--- config.mk ---
export PLATFORM = sky130hd
export DESIGN_NAME = uart_card_frame_rx_flat
export DESIGN_NICKNAME = d
export VERILOG_FILES = /design/src/rtl/uart_card_frame_rx_if.sv /design/src/rtl/uart_card_frame_rx.sv /design/src/flat_wrapper.sv
export SDC_FILE = /design/constraint.sdc
export NUM_CORES = 1
export LEC_CHECK = 0
export CORE_ASPECT_RATIO = 1.1
export CORE_UTILIZATION = 46
export DETAILED_ROUTE_END_ITERATION = 6
export PLACE_DENSITY_LB_ADDON = 0.25
export SYNTH_ARGS = -nofsm -noshare
export SYNTH_HDL_FRONTEND = slang
export SYNTH_SLANG_ARGS = --single-unit
--- constraint.sdc ---
create_clock -name clk -period 3.3 [get_ports clk]
set_input_delay 0.495 -clock clk [delete_from_list [all_inputs] [get_ports clk]]
set_output_delay 0.495 -clock clk [all_outputs]
set_load 0.1 [all_outputs]
--- src/rtl/uart_card_frame_rx_if.sv ---
// RX FIFO read port: show-ahead head byte, empty flag and pop strobe.
// The FIFO side is the master; the frame parser is the slave.
interface uart_card_frame_rx_if;
    logic [7:0] read_data;
    logic       rx_empty;
    logic       rd_uart;

    modport master (output read_data, output rx_empty, input rd_uart);
    modport slave  (input read_data, input rx_empty, output rd_uart);
endinterface

--- src/rtl/uart_card_frame_rx.sv ---
// Card-state frame parser: SOF, TYPE, COUNT, cards, CHK (XOR) read from the
// RX FIFO, committed atomically to the game logic or dropped and counted.
module uart_card_frame_rx #(
    parameter int         MAX_CARDS      = 8,
    parameter int         TIMEOUT_CYCLES = 650000,
    parameter logic [7:0] SOF_BYTE       = 8'hA5
) (
    input  logic                     clk,
    input  logic                     rst,
    uart_card_frame_rx_if.slave      fifo,
    output logic [6*MAX_CARDS-1:0]   cards_out,
    output logic [3:0]               card_count,
    output logic                     frame_deal,
    output logic                     frame_dealer_finished,
    output logic                     frame_error,
    output logic [7:0]               err_count,
    output logic                     busy
);
    localparam int             TW          = (TIMEOUT_CYCLES > 2) ? $clog2(TIMEOUT_CYCLES) : 1;
    localparam logic [TW-1:0]  TMO_LAST    = TW'(TIMEOUT_CYCLES - 1);
    localparam logic [7:0]     MAXC        = 8'(MAX_CARDS);
    localparam logic [7:0]     TYPE_DEAL   = 8'h01;
    localparam logic [7:0]     TYPE_FINISH = 8'h02;

    typedef enum logic [2:0] {
        S_IDLE, S_TYPE, S_COUNT, S_CARDS, S_CHECK, S_COMMIT
    } state_t;

    function automatic logic card_ok(input logic [7:0] b);
        return (b[7:6] == 2'b00) && (b[3:0] != 4'd0) && (b[3:0] <= 4'd13);
    endfunction

    function automatic logic [7:0] sat_inc(input logic [7:0] v);
        return (v == 8'hFF) ? v : v + 8'd1;
    endfunction

    state_t                state_q, state_d;
    logic [7:0]            chk_q, chk_d;
    logic [3:0]            cnt_q, cnt_d;
    logic [3:0]            idx_q, idx_d;
    logic                  is_deal_q, is_deal_d;
    logic [5:0]            shadow_q [MAX_CARDS];
    logic [5:0]            shadow_d [MAX_CARDS];
    logic [TW-1:0]         tmo_q, tmo_d;
    logic [6*MAX_CARDS-1:0] cards_q, cards_d;
    logic [3:0]            card_count_q, card_count_d;
    logic                  deal_q, deal_d;
    logic                  fin_q, fin_d;
    logic                  err_q, err_d;
    logic [7:0]            err_count_q, err_count_d;
    logic                  busy_q, busy_d;

    logic                  pop_s;
    logic                  in_frame_s;
    logic                  err_s;
    logic                  commit_s;
    logic [7:0]            byte_s;

    // Pop whenever a byte is present, except during the single commit cycle.
    assign pop_s      = !rst && !fifo.rx_empty && (state_q != S_COMMIT);
    assign fifo.rd_uart = pop_s;
    assign byte_s     = fifo.read_data;
    assign in_frame_s = (state_q == S_TYPE) || (state_q == S_COUNT) ||
                        (state_q == S_CARDS) || (state_q == S_CHECK);

    // Next-state, datapath and output decode for the frame parser.
    always_comb begin
        state_d      = state_q;
        chk_d        = chk_q;
        cnt_d        = cnt_q;
        idx_d        = idx_q;
        is_deal_d    = is_deal_q;
        shadow_d     = shadow_q;
        tmo_d        = tmo_q;
        cards_d      = cards_q;
        card_count_d = card_count_q;
        err_count_d  = err_count_q;
        deal_d       = 1'b0;
        fin_d        = 1'b0;
        err_d        = 1'b0;
        err_s        = 1'b0;
        commit_s     = 1'b0;

        case (state_q)
            S_IDLE: begin
                if (pop_s && (byte_s == SOF_BYTE)) begin
                    state_d = S_TYPE;
                end else begin
                    state_d = S_IDLE;
                end
            end
            S_TYPE: begin
                if (pop_s) begin
                    if ((byte_s == TYPE_DEAL) || (byte_s == TYPE_FINISH)) begin
                        chk_d     = byte_s;
                        is_deal_d = (byte_s == TYPE_DEAL);
                        state_d   = S_COUNT;
                    end else begin
                        err_s = 1'b1;
                    end
                end else begin
                    state_d = S_TYPE;
                end
            end
            S_COUNT: begin
                if (pop_s) begin
                    if (byte_s <= MAXC) begin
                        cnt_d   = byte_s[3:0];
                        chk_d   = chk_q ^ byte_s;
                        idx_d   = 4'd0;
                        state_d = (byte_s == 8'd0) ? S_CHECK : S_CARDS;
                    end else begin
                        err_s = 1'b1;
                    end
                end else begin
                    state_d = S_COUNT;
                end
            end
            S_CARDS: begin
                if (pop_s) begin
                    if (card_ok(byte_s)) begin
                        for (int i = 0; i < MAX_CARDS; i++) begin
                            if (idx_q == 4'(i)) begin
                                shadow_d[i] = byte_s[5:0];
                            end else begin
                                shadow_d[i] = shadow_q[i];
                            end
                        end
                        chk_d   = chk_q ^ byte_s;
                        idx_d   = idx_q + 4'd1;
                        state_d = (idx_q == (cnt_q - 4'd1)) ? S_CHECK : S_CARDS;
                    end else begin
                        err_s = 1'b1;
                    end
                end else begin
                    state_d = S_CARDS;
                end
            end
            S_CHECK: begin
                if (pop_s) begin
                    if (byte_s == chk_q) begin
                        commit_s = 1'b1;
                    end else begin
                        err_s = 1'b1;
                    end
                end else begin
                    state_d = S_CHECK;
                end
            end
            S_COMMIT: begin
                state_d = S_IDLE;
            end
            default: begin
                state_d = S_IDLE;
            end
        endcase

        // Idle-gap watchdog: only runs while a frame is open.
        if (in_frame_s) begin
            if (pop_s) begin
                tmo_d = {TW{1'b0}};
            end else if (tmo_q == TMO_LAST) begin
                err_s = 1'b1;
            end else begin
                tmo_d = tmo_q + TW'(1);
            end
        end else begin
            tmo_d = {TW{1'b0}};
        end

        // Outputs are updated on the edge that accepts CHK, so the event
        // pulse and the new cards appear together in the COMMIT cycle.
        if (err_s) begin
            state_d     = S_IDLE;
            err_d       = 1'b1;
            err_count_d = sat_inc(err_count_q);
        end else if (commit_s) begin
            state_d = S_COMMIT;
            for (int i = 0; i < MAX_CARDS; i++) begin
                cards_d[6*i +: 6] = (4'(i) < cnt_q) ? shadow_q[i] : 6'd0;
            end
            card_count_d = cnt_q;
            deal_d       = is_deal_q;
            fin_d        = !is_deal_q;
        end else begin
            err_d = 1'b0;
        end

        busy_d = (state_d == S_TYPE) || (state_d == S_COUNT) ||
                 (state_d == S_CARDS) || (state_d == S_CHECK);
    end

    // State and output registers with synchronous reset.
    always_ff @(posedge clk) begin
        if (rst) begin
            state_q      <= S_IDLE;
            chk_q        <= 8'd0;
            cnt_q        <= 4'd0;
            idx_q        <= 4'd0;
            is_deal_q    <= 1'b0;
            shadow_q     <= '{default: 6'd0};
            tmo_q        <= {TW{1'b0}};
            cards_q      <= {(6*MAX_CARDS){1'b0}};
            card_count_q <= 4'd0;
            deal_q       <= 1'b0;
            fin_q        <= 1'b0;
            err_q        <= 1'b0;
            err_count_q  <= 8'd0;
            busy_q       <= 1'b0;
        end else begin
            state_q      <= state_d;
            chk_q        <= chk_d;
            cnt_q        <= cnt_d;
            idx_q        <= idx_d;
            is_deal_q    <= is_deal_d;
            shadow_q     <= shadow_d;
            tmo_q        <= tmo_d;
            cards_q      <= cards_d;
            card_count_q <= card_count_d;
            deal_q       <= deal_d;
            fin_q        <= fin_d;
            err_q        <= err_d;
            err_count_q  <= err_count_d;
            busy_q       <= busy_d;
        end
    end

    assign cards_out             = cards_q;
    assign card_count            = card_count_q;
    assign frame_deal            = deal_q;
    assign frame_dealer_finished = fin_q;
    assign frame_error           = err_q;
    assign err_count             = err_count_q;
    assign busy                  = busy_q;
endmodule

--- src/flat_wrapper.sv ---
// flat-port wrapper written by rule: the top's interface ports become plain ports
module uart_card_frame_rx_flat 
#(
    parameter int         MAX_CARDS      = 8,
    parameter int         TIMEOUT_CYCLES = 650000,
    parameter logic [7:0] SOF_BYTE       = 8'hA5
)
  (clk, rst, cards_out, card_count, frame_deal, frame_dealer_finished, frame_error, err_count, busy, fifo_read_data, fifo_rx_empty, fifo_rd_uart);
  uart_card_frame_rx_if fifo_i ();
  input  logic clk;
  input  logic rst;
  output logic [6*MAX_CARDS-1:0] cards_out;
  output logic [3:0] card_count;
  output logic frame_deal;
  output logic frame_dealer_finished;
  output logic frame_error;
  output logic [7:0] err_count;
  output logic busy;
  input wire logic [$bits(fifo_i.read_data)-1:0] fifo_read_data;
  input wire logic [$bits(fifo_i.rx_empty)-1:0] fifo_rx_empty;
  output wire logic [$bits(fifo_i.rd_uart)-1:0] fifo_rd_uart;
  assign fifo_i.read_data = fifo_read_data;
  assign fifo_i.rx_empty = fifo_rx_empty;
  assign fifo_rd_uart = fifo_i.rd_uart;
  uart_card_frame_rx #(.MAX_CARDS(MAX_CARDS), .TIMEOUT_CYCLES(TIMEOUT_CYCLES), .SOF_BYTE(SOF_BYTE)) u_core (.clk(clk), .rst(rst), .fifo(fifo_i), .cards_out(cards_out), .card_count(card_count), .frame_deal(frame_deal), .frame_dealer_finished(frame_dealer_finished), .frame_error(frame_error), .err_count(err_count), .busy(busy));
endmodule
==> summary.txt <==
Clocking
  – Total CTS buffers: 17
  – Post-CTS Hold Fix Bufs: 0
  – TritonCTS clock tree: yes
  – Max Root-Sink Buffers: 2
  – Reg clk slew, reported paths: 0.06 ns
  – Root Driver: clkbuf_16
  – Cells resized by post-CTS repair: 0
  – H-tree depth: 4
  – Setup Buffers After CTS: 0
  – Clock latency on the worst-skew pair: 0.43 ns
  – Sinks on Clock Net: 152

Pwr
  – Cell internal pwr: 0.00303 W
  – VDD IR max: 0.348 mV
  – Gate power share: 0.029
  – Static Leak: 2.91 nW
  – Sequential Power Share: 0.461
  – PD cells: 479 nW/um2
  – Psw: 0.000945 W
  – Sw Ratio: 0.238
  – Tot Pwr: 0.00398 W
  – Clk pwr share: 0.510

Global route
  – Initial antenna violation count: 0
  – Largest net degree at the start of global routing: 54
  – Global route total overflow: 0
  – Vias in the first global route: 5484
  – First-pass GRT wire length: 26.2 mm
  – Total track usage: 0.226

Yosys
  – Synth Net Count: 779
  – Synth top area share: 0.461
  – Syn. warnings: 0
  – Count leader, synth: dfxtp_1
  – Mapped Cells: 759
  – Commonest cells in the netlist: 152 x dfxtp_1, 110 x nor2_1, 70 x nand2_1
  – Synth Register Bits: 152
  – EDFF count, synth: 0
  – Synth cell types: 58
  – Register area share after synthesis: 0.461
  – Avg Cell Area, Syn: 8.69 um2
  – Post-synth ARST share: 0
  – Top post-synthesis cells by area: dfxtp_1 46%, mux2i_1 8.6%, nor2_1 6.3%
  – Leading area contributor after synthesis: dfxtp_1
  – Cell Area, Synth: 6600 um2
  – Synth Flop Type: dfxtp_1

Timing
  – RSZ-0062 raised after global routing: false
  – Slew HR: 0.344
  – Setup TNS: 0 ns
  – Worst-margin pin slew: 0.982 ns
  – Hold Vio Cnt, Final: 0
  – F_max: 371 MHz
  – Pins Over Slew Limit: 0
  – Tmin final: 2.69 ns
  – Max Clock Skew: 0.00844 ns
  – Period utilisation layout: 0.816
  – Final setup vio count: 0

Route
  – Remaining DRCs: 0
  – Drt total wl: 15.7 mm
  – WL per Instance: 15.1 um
  – Vias post-DR: 5561
  – Antenna viol nets, final: 0
  – Via/cell ratio: 5.35
  – DRT Pass-1 Iters: 4
  – Initial DRC count: 371

Finish
  – Layout cell share with drive strength beyond 1: 0.107
  – Nets: 859
  – Non-Filler Instances: 1040
  – Number of fill cells: 1218
  – Final design utilization: 0.597
  – Final instance area: 8310 um2
  – Area Growth Syn to Fin: 25.9%
  – Inserted Diodes: 0

Floorplan
  – Std-Cell Rows: 45
  – Die area: 14800 um2
  – Num ports: 76
  – Initial core utilization: 0.474
  – Core Box Area: 13900 um2
  – Width of the die: 116 um
  – Die Span Y: 128 um

Worst setup path
  – CP max stage cell: dfxtp_1
  – Worst R2R Path Depth: 7
  – Critical Path Max Stage Delay: 0.66 ns
  – Worst-path maximum fanout: 14
  – Largest delay share family, worst path: flip-flops
  – Crit. End Element: output port
  – Worst Path Arrival: 2.20 ns
  – Crit Path Class: register to output port
  – Worst setup SP type: register
  – Critical-path cell list: nand2_1 > o21ai_0 > inv_1 > buf_4
  – Crit path required time: 2.80 ns
  – CP bufs+invs: 2
  – Worst path depth: 4

Placed design
  – Post-DP HPWL: 10.9 mm
  – IO buf count: 75
  – Placement Cell Area: 7680 um2
  – Placer Congestion: 0.891
  – Placed insts: 1008

Worst hold path
  – Hold Path Depth: 2
  – Hold Crit Class: register to register

Run
  – Max Cap Viol: 0

Run status
  – Outcome: finished clean
==> layout by cell type (no fill, tap or decap), types with 4 or more instances in the layout <==
cell,instances
buf_4,36
a21o_1,5
xnor2_1,8
clkbuf_16,17
nand3_1,61
nor2b_1,9
or3_1,6
inv_1,11
mux2i_1,57
nand2b_1,7
clkdlybuf4s50_1,69
mux2_1,6
nor4_1,6
nand3b_1,4
o21ai_0,58
nand4_1,11
nor3b_1,4
a21oi_1,21
nand2_1,70
nor2_1,110
nor3_1,15
and3_1,8
dfxtp_1,152
inv_6,6
ha_1,9
nor3_2,5
xor2_1,25
==> metrics by stage <==
stage / setup WS, ns / hold WS [ns]
2_1_floorplan: 0.799 / 0.424
3_3_place_gp: 0.232 / 0.451
3_5_place_dp: 0.188 / 0.450
4_1_cts: 0.624 / 0.467
5_1_grt: 0.431 / 0.483
6_report: 0.607 / 0.463
==> path summary, 6_finish.rpt <==
kind	startpoint	end	slack, ns
hold / removal	u_core.cards_out[23]	u_core.cards_out[23]	0.46
setup / recovery	u_core.state_q[0]	fifo_rd_uart	0.61
setup reg to reg	u_core.tmo_q[0]	u_core.err_count[2]	0.71
hold reg to reg	u_core.cards_out[23]	u_core.cards_out[23]	0.46
==> power groups by stage <==
| stage | clock network (W) | logic [W] | registers, W |
|---|---|---|---|
| 6_report | 0.00203 | 0.000115 | 0.00183 |
| 5_1_grt | 0.00215 | 0.000123 | 0.00183 |
| 4_1_cts | 0.00207 | 0.000115 | 0.00183 |
| 3_5_place_dp | 0 | 0.000114 | 0.00188 |
| 3_3_place_gp | 0 | 0.000113 | 0.00188 |
| 2_1_floorplan | 0 | 0.0000636 | 0.00188 |
==> metal layers <==
| metal | vias up | GRT usage | share of wire |
|---|---|---|---|
| met5 | - | 0 | 0 |
| met4 | 0 | 0.0716 | 0.011 |
| met3 | 16 | 0.0474 | 0.035 |
| met2 | 102 | 0.388 | 0.50 |
| met1 | 2653 | 0.279 | 0.45 |
| li1 | 2790 | - | - |
==> worst min-delay path, stage by stage, from the launching register on <==
cell and delay, ns:
dfxtp_1 0.31, nand2_1 0.05, o21ai_0 0.06
==> flip-flops by register name, indices dropped and copies added (netlist names), 3 cells and up <==
signal and cells:
u_core.card_count 4, u_core.idx_q 4, u_core.state_q 3, u_core.cnt_q 4, u_core.shadow_q 48, u_core.err_count 8
u_core.cards_out 48, u_core.tmo_q 20, u_core.chk_q 8
==> logic make-up after synthesis <==
| group | after synthesis | share of synthesized area |
|---|---|---|
| buffers and inverters | 59 | 0.0345 |
| muxes | 65 | 0.100 |
| AOI/OAI and AO/OA | 104 | 0.0941 |
| DFF | 152 | 0.461 |
| xor gates and xnor gates | 33 | 0.0438 |
| adders and majority gates | 9 | 0.0171 |
| and+or+nand+nor | 337 | 0.249 |
==> cell type report <==
type | count | area [um2] | share of cell area
Clock buffer | 17 | 425 | 0.0512
Clock inverter | 15 | 204 | 0.0246
Inverter | 11 | 41.3 | 0.00497
Multi-Input combinational cell | 548 | 3330 | 0.401
Sequential cell | 152 | 3040 | 0.366
Tap cell | 188 | 235 | 0.0283
Timing Repair Buffer | 109 | 1030 | 0.124
No activity file was read; power rests on OpenSTA's default activity.
